**config.mk**
```make
export PLATFORM = sky130hd
export DESIGN_NAME = flex_rx_fifo
export DESIGN_NICKNAME = d
export VERILOG_FILES = /design/src/rtl/fifo_pkg.sv /design/src/rtl/fifo_ptr_ctrl.sv /design/src/rtl/flex_rx_fifo.sv
export SDC_FILE = /design/constraint.sdc
export NUM_CORES = 1
export LEC_CHECK = 0
export BUFFER_PORTS_ARGS = -buffer_cell sky130_fd_sc_hd__buf_2
export CORE_ASPECT_RATIO = 0.8
export CORE_MARGIN = 1.5
export CORE_UTILIZATION = 60
export CTS_CLUSTER_SIZE = 16
export DETAILED_ROUTE_END_ITERATION = 16
export PLACE_DENSITY = 0.8
export SKIP_LAST_GASP = 1
export SLEW_MARGIN = 20
export SYNTH_ARGS = -nofsm -noshare
export SYNTH_HDL_FRONTEND = slang
export SYNTH_SLANG_ARGS = --single-unit
```
**constraint.sdc**
```tcl
create_clock -name clk -period 2.3 [get_ports clk]
set_clock_uncertainty 0.15 [all_clocks]
set_input_delay 0 -clock clk [delete_from_list [all_inputs] [get_ports clk]]
set_output_delay 0 -clock clk [all_outputs]
set_load 0.01 [all_outputs]
```
**src/rtl/fifo_pkg.sv**
```systemverilog
// Shared FIFO helpers: default geometry and width calculations used by the RX and TX FIFOs.
package fifo_pkg;

   localparam int unsigned DEFAULT_DEPTH      = 8;
   localparam int unsigned DEFAULT_DATA_WIDTH = 8;

   // Bits needed to hold a fill count of 0..depth inclusive.
   function automatic int unsigned count_width(input int unsigned depth);
      return $clog2(depth + 1);
   endfunction

   // Bits needed to address entries 0..depth-1, never less than one.
   function automatic int unsigned ptr_width(input int unsigned depth);
      return (depth > 1) ? $clog2(depth) : 1;
   endfunction

endpackage

```
**src/rtl/fifo_ptr_ctrl.sv**
```systemverilog
// FIFO control: read/write pointers, fill count, level flags and sticky error flags.
module fifo_ptr_ctrl
   import fifo_pkg::*;
#(
   parameter int unsigned DEPTH     = DEFAULT_DEPTH,
   parameter int unsigned AF_THRESH = DEPTH - 1,
   parameter int unsigned AE_THRESH = 1,
   localparam int unsigned CW       = count_width(DEPTH),
   localparam int unsigned PW       = ptr_width(DEPTH)
) (
   input  logic          clk,
   input  logic          n_rst,
   input  logic          clear,
   input  logic          w_enable,
   input  logic          r_enable,
   output logic          w_accept,
   output logic [PW-1:0] wptr,
   output logic [PW-1:0] rptr,
   output logic [CW-1:0] count,
   output logic          empty,
   output logic          full,
   output logic          almost_full,
   output logic          almost_empty,
   output logic          overflow,
   output logic          underflow
);

   logic [PW-1:0] wptr_q, wptr_d;
   logic [PW-1:0] rptr_q, rptr_d;
   logic [CW-1:0] count_q, count_d;
   logic          overflow_q, overflow_d;
   logic          underflow_q, underflow_d;
   logic          r_accept;

   // Wrap by compare so non-power-of-two depths work.
   function automatic logic [PW-1:0] ptr_inc(input logic [PW-1:0] p);
      return (p == PW'(DEPTH - 1)) ? '0 : p + PW'(1);
   endfunction

   always_comb begin
      empty        = (count_q == '0);
      full         = (count_q == CW'(DEPTH));
      almost_full  = (count_q >= CW'(AF_THRESH));
      almost_empty = (count_q <= CW'(AE_THRESH));
      r_accept     = r_enable & ~empty & ~clear;
      w_accept     = w_enable & (~full | r_accept) & ~clear;
   end

   always_comb begin
      wptr_d      = wptr_q;
      rptr_d      = rptr_q;
      count_d     = count_q;
      overflow_d  = overflow_q;
      underflow_d = underflow_q;
      if (clear) begin
         wptr_d      = '0;
         rptr_d      = '0;
         count_d     = '0;
         overflow_d  = 1'b0;
         underflow_d = 1'b0;
      end else begin
         if (w_accept) wptr_d = ptr_inc(wptr_q);
         if (r_accept) rptr_d = ptr_inc(rptr_q);
         unique case ({w_accept, r_accept})
            2'b10:   count_d = count_q + CW'(1);
            2'b01:   count_d = count_q - CW'(1);
            default: count_d = count_q;
         endcase
         if (w_enable & full & ~r_accept) overflow_d = 1'b1;
         if (r_enable & empty) underflow_d = 1'b1;
      end
   end

   always_ff @(posedge clk or negedge n_rst) begin
      if (!n_rst) begin
         wptr_q      <= '0;
         rptr_q      <= '0;
         count_q     <= '0;
         overflow_q  <= 1'b0;
         underflow_q <= 1'b0;
      end else begin
         wptr_q      <= wptr_d;
         rptr_q      <= rptr_d;
         count_q     <= count_d;
         overflow_q  <= overflow_d;
         underflow_q <= underflow_d;
      end
   end

   assign wptr      = wptr_q;
   assign rptr      = rptr_q;
   assign count     = count_q;
   assign overflow  = overflow_q;
   assign underflow = underflow_q;

endmodule

```
**src/rtl/flex_rx_fifo.sv**
```systemverilog
// Parametrised first-word-fall-through receive FIFO; holds the storage array and head mux.
module flex_rx_fifo
   import fifo_pkg::*;
#(
   parameter int unsigned DATA_WIDTH = DEFAULT_DATA_WIDTH,
   parameter int unsigned DEPTH      = DEFAULT_DEPTH,
   parameter int unsigned AF_THRESH  = DEPTH - 1,
   parameter int unsigned AE_THRESH  = 1,
   localparam int unsigned CW        = count_width(DEPTH)
) (
   input  logic                  clk,
   input  logic                  n_rst,
   input  logic                  clear,
   input  logic                  w_enable,
   input  logic [DATA_WIDTH-1:0] w_data,
   input  logic                  r_enable,
   output logic [DATA_WIDTH-1:0] r_data,
   output logic                  empty,
   output logic                  full,
   output logic [CW-1:0]         count,
   output logic                  almost_full,
   output logic                  almost_empty,
   output logic                  overflow,
   output logic                  underflow
);

   localparam int unsigned PW = ptr_width(DEPTH);

   logic [DATA_WIDTH-1:0] mem_q [DEPTH];
   logic [PW-1:0]         wptr;
   logic [PW-1:0]         rptr;
   logic                  w_accept;

   fifo_ptr_ctrl #(
      .DEPTH     (DEPTH),
      .AF_THRESH (AF_THRESH),
      .AE_THRESH (AE_THRESH)
   ) u_ptr_ctrl (
      .clk          (clk),
      .n_rst        (n_rst),
      .clear        (clear),
      .w_enable     (w_enable),
      .r_enable     (r_enable),
      .w_accept     (w_accept),
      .wptr         (wptr),
      .rptr         (rptr),
      .count        (count),
      .empty        (empty),
      .full         (full),
      .almost_full  (almost_full),
      .almost_empty (almost_empty),
      .overflow     (overflow),
      .underflow    (underflow)
   );

   always_ff @(posedge clk or negedge n_rst) begin
      if (!n_rst) begin
         for (int unsigned i = 0; i < DEPTH; i++) mem_q[i] <= '0;
      end else if (w_accept) begin
         mem_q[wptr] <= w_data;
      end
   end

   // Head entry is always visible; no bypass, so a write shows up one cycle later.
   assign r_data = mem_q[rptr];

endmodule

```
# ---- Yosys cells after proc, flatten, opt, wreduce, memory -nomap -nowiden
# Cells that the tools add are included.
# Widths: inputs -> output; s select.
dict set report totals {
  word_cells 66
  reg_bits 76
  inputBits 13
}
dict set report op_classes {
  bitwise 14
  n_reduce_logical 7
  n_eq_ne 5
  n_addsub 4
  n_mux 18
  magnitude_cmp 5
}
# op count
set ops {}
lappend ops {{$bwmux 64} 1}
lappend ops {{$bmux 8 s3} 1}
lappend ops {{$demux 8 s3} 1}
lappend ops {{$mux 8} 3}
lappend ops {{$mux 3} 6}
lappend ops {{$ge 4x4->1 const B} 2}
lappend ops {{$not 3->4} 2}
lappend ops {{$pmux 4 s2} 1}
lappend ops {{$reduce_bool 2->1} 4}
lappend ops {{$and 1x1->1} 7}
lappend ops {{$add 3x1->3 const B} 2}
lappend ops {{$eq 3x3->1 const B} 2}
lappend ops {{$add 4x1->4 const B} 1}
lappend ops {{$eq 4x4->1 const B} 1}
lappend ops {{$ge 4x3->1 const B} 1}
lappend ops {{$le 4x1->1 const B} 1}
lappend ops {{$logic_not 4->1} 1}
lappend ops {{$lt 4x1->1 const B} 1}
lappend ops {{$mux 1} 4}
lappend ops {{$mux 4} 1}
lappend ops {{$not 1->1} 4}
lappend ops {{$sub 4x1->4 const B} 1}
lappend ops {{$reduce_bool 3->1} 1}
lappend ops {{$eq 2x1->1 const B} 1}
lappend ops {{3 further kinds} 3}

# ---- Depth between registers and ports, before layout
dict set report logic_depth {
  depth_word 10
  depth_mapped 7
  mapped_depth_nobuf 6
}

# ---- Cells and area by module
# A second synthesis with hierarchy kept.
dict set report unflattened {
  cells_unflattened 249
  area_unflattened_um2 3743.6
}
# mod cells_per_inst seq_area_each_um2 area_per_inst_um2 n_inst
set modules_own_cells {}
lappend modules_own_cells {flex_rx_fifo 172 1601.5 2992.9 1}
lappend modules_own_cells {fifo_ptr_ctrl 77 300.3 750.7 1}

# ---- Worst setup path after synthesis
# OpenSTA, ideal clock, no wires.
dict set report synth_timing {
  path_kind {register -> register}
  start {register u_ptr_ctrl.count_q[0], in the netlist u_ptr_ctrl.count[0]}
  end {register mem_q[48] (netlist name)}
  t_arrival_ns 1.912
  synth_period_minus_slack_ns 2.187
  path_buffers 1
  stages_incl_launch_ff 8
  path_slack_ns 0.113
  path_cell_list {dfrtp_1 inv_1 ha_1 nand4bb_4 nand2_4 or4_4 buf_6 mux2_4}
}
dict set report synth_via {
  elab_chain_len 7
  elab_cells_between_ends 9
  cone_classes {eq/ne: 1; bitwise: 7; reduce/logical: 1}
}
# element line
set synth_lines {}
lappend synth_lines {{start, declared} fifo_ptr_ctrl.sv:30} ;# logic [CW-1:0] count_q, count_d;
lappend synth_lines {{start signal, assigned} fifo_ptr_ctrl.sv:84} ;# count_q <= count_d;
lappend synth_lines {{$logic_not 4->1} fifo_ptr_ctrl.sv:41} ;# empty = (count_q == '0);
lappend synth_lines {{$not 1->1} fifo_ptr_ctrl.sv:45} ;# r_accept = r_enable & ~empty & ~clear;
lappend synth_lines {{$and 1x1->1 (2 in series)} fifo_ptr_ctrl.sv:45}
lappend synth_lines {{$or 1x1->1 *} fifo_ptr_ctrl.sv:46} ;# w_accept = w_enable & (~full | r_accept) & ~clear;
lappend synth_lines {{$and 1x1->1 * (2 in series)} fifo_ptr_ctrl.sv:46}
lappend synth_lines {{end signal, assigned by index} flex_rx_fifo.sv:60} ;# mem_q[wptr] <= w_data;
lappend synth_lines {{end, declared} flex_rx_fifo.sv:29} ;# logic [DATA_WIDTH-1:0] mem_q [DEPTH];
# Every way passes the cells marked *; elsewhere a longest branch is shown, timed or not.
# A chain may end at the register's enable or synchronous reset.

# ---- Final worst setup path
dict set report layout_timing {
  start {register u_ptr_ctrl.count_q[0], in the netlist u_ptr_ctrl.count[0]}
  end {register mem_q[13] (netlist name)}
}
# The elaborated chain is that of the path after synthesis.

==> impl_metrics.json <==
{
  "status": "completed",
  "yosysMostFrequentCell": "dfrtp_1",
  "drtIter0Drc": 134,
  "placement.io_buffers": 30,
  "fmax_mhz": 458,
  "drive_above_1_share": 0.505,
  "finalHoldViolCount": 0,
  "drtAntennaViolNets": 0,
  "crit_type": "register to register",
  "total_power_mw": 3.41,
  "setup_viol": 0,
  "pre_cts_ws_ps": 145,
  "synth_top_area_frac": 0.497,
  "synth_nets": 287,
  "p_leak_nw": 2.13,
  "cp-start-kind": "register",
  "crit_arrival_ps": 2270,
  "cp-end-kind": "register",
  "num_antenna_cells": 0,
  "cts_sinks": 76,
  "path_clk_slew_ps": 80,
  "drc": 0,
  "ctsRootBufferMaster": "clkbuf_8",
  "die_area_mm2": 0.00687,
  "clk_latency_ps": 350,
  "synth_edf_count": 0,
  "fill_cells": 404,
  "place_congestion": 0.860,
  "setup_tns_ps": 0,
  "htreeDepth": 3,
  "synth_top_cells_by_area": "dfrtp_1 50%, mux2_2 17%, mux4_2 9.4%, mux2_4 6.3%, ha_1 2.3%",
  "vias_per_cell": 5.85,
  "grt_pass1_wl_mm": 12.5,
  "clk_path_buf_depth": 2,
  "post-route-min-period_ps": 2180,
  "synth_seq_area_share": 0.497,
  "grt_usage": 0.247,
  "worstMarginPinSlew_ps": 947,
  "ir_drop_v": 0.000576,
  "worstHoldPathType": "input port to asynchronous set/reset pin",
  "grt_overflow": 0,
  "antenna_found_initial": 0,
  "placementRows": 25,
  "avgRoutedWirePerCell_um": 18.8,
  "setup_ws_ps": 116,
  "dp_hpwl_mm": 5.01,
  "yosys-top-cells-count": "76 x dfrtp_1, 59 x mux2_2, 16 x mux2_4, 16 x mux4_2, 14 x nor2_1",
  "numCtsBuffers": 9,
  "fp.dieW_um": 92.3,
  "cts_tree": "yes",
  "cts_setup_buffers": 0,
  "final_cells": 404,
  "syn_area_per_cell_um2": 14.3,
  "dr.pass1.iters": 4,
  "synth_cell_types": 44,
  "crit_path_start": "u_ptr_ctrl.count[0]",
  "synth_top_area_cell": "dfrtp_1",
  "ios": 31,
  "via_count": 2362,
  "rr_worst_depth": 6,
  "finalCritPeriodShare": 0.950,
  "rsz0062_at_grt": "false",
  "ys_async_sr_fraction": 1.00,
  "die_h_um": 74.5,
  "power_density_mw_per_mm2": 773,
  "placed_cells": 375,
  "synth.yosys.warnings": 0,
  "fin_nets": 338,
  "synth_ff_type": "dfrtp_1",
  "wirelength_mm": 7.60,
  "r2r_setup_slack_ps": 120,
  "syn-instance-count": 267,
  "crit_end": "mem_q[13]",
  "regToRegEndpoint": "mem_q[13]",
  "rr_startpoint": "u_ptr_ctrl.count[0]",
  "netlist_area_mm2": 0.00383,
  "drv_slew": 0,
  "grt_pass1_vias": 2413,
  "area_growth_pct": 15.3,
  "ys_ff_latch": 76,
  "start_util": 0.634,
  "crit_required_ps": 2390,
  "core_area_mm2": 0.00604,
  "cp_max_fo": 8,
  "cap_violations": 0,
  "max_slew_margin": 0.368,
  "grt_max_degree": 77
}
## how the worst min path moves through the flow
| stage | endpoint | slack, ps |
|---|---|---|
| 2_1_floorplan | mem_q[0] | -450 |
| 3_3_place_gp | mem_q[57] | 50 |
| 3_5_place_dp | mem_q[1] | 50 |
| 4_1_cts | mem_q[1] | 210 |
| 5_1_grt | mem_q[1] | 260 |
| 6_report | mem_q[1] | 170 |
## kinds of logic after synthesis
kind of cell,after synthesis,synth area share
multiplexers,93,0.336
AND/OR/NAND/NOR,51,0.0856
adder cells (fa/ha/maj),7,0.0229
AO/OA/AOI/OAI,14,0.0216
flip-flops,76,0.497
XOR/XNOR,3,0.00686
buffers and inverters,23,0.0307
## cells in the final DEF, fill, tap and decap left out, types with 2 or more instances in the layout
master	count
nand3_1	2
ha_1	7
nor2_1	14
nor2b_1	2
dlygate4sd3_1	13
xnor2_1	2
nand3b_1	2
or3_1	2
mux2_4	16
mux2_2	59
mux2i_1	2
inv_1	5
nor3_1	2
mux4_2	16
buf_4	16
buf_2	29
nand4_1	3
o21ai_0	2
or3b_2	2
nand2b_1	4
clkbuf_8	9
nand2_1	6
a21oi_1	7
dfrtp_1	76
inv_6	3
## sequential cells by signal, indices dropped and copies added (netlist names)
signal / cells
u_ptr_ctrl.rptr: 3
u_ptr_ctrl.overflow: 1
mem_q: 64
u_ptr_ctrl.wptr: 3
u_ptr_ctrl.underflow: 1
u_ptr_ctrl.count: 4
## per-stage QoR
stage | hold WS (ps) | utilization | instance area (um2)
final | 166 | 0.731 | 4410
after global routing | 262 | 0.731 | 4410
after CTS | 209 | 0.730 | 4410
after detailed placement | 49.8 | 0.679 | 4100
after global placement | 52.7 | 0.679 | 4100
after floorplan | -446 | - | 3830
## cell type report
type                    count  area (um2)  area share
clock buffers               9         124      0.0281
clock inverters             7        58.8      0.0133
inverters                   5        18.8     0.00425
multi-input cells         168        1810       0.411
flip-flops and latches     76        1900       0.431
well taps                  81         101      0.0230
repair buffers             58         395      0.0896
## per-layer routing
layer  routed length [um]  vias up  share of wire  global-route usage
met2                 3490       50           0.46               0.378
li1                     -     1081              -                   -
met4                  138        0          0.018              0.0769
met1                 3700     1218           0.49               0.350
met5                    0        -              0                   0
met3                  271       13          0.036              0.0665
## power breakdown
group          internal (mW)  switching [mW]  total [mW]
registers               1.54           0.118        1.66
logic                  0.478           0.333       0.810
clock network          0.410           0.537       0.947
total                   2.43           0.988        3.41
## worst max-delay path, stage by stage (launching register included)
cell	delay, ps
dfrtp_1	350
inv_1	60
ha_1	280
nand4bb_4	150
and2_1	290
nand4_2	390
mux2_2	400
## timing repair
| item | 4_1_cts | 5_1_grt |
|---|---|---|
| endpoints found under the hold margin | 150 | 0 |
| setup endpoints to repair | 0 | 1 |
| hold buffers | 13 | 0 |
| resized for setup | 0 | 1 |
Note: power is estimated with default switching activity, not from simulation.
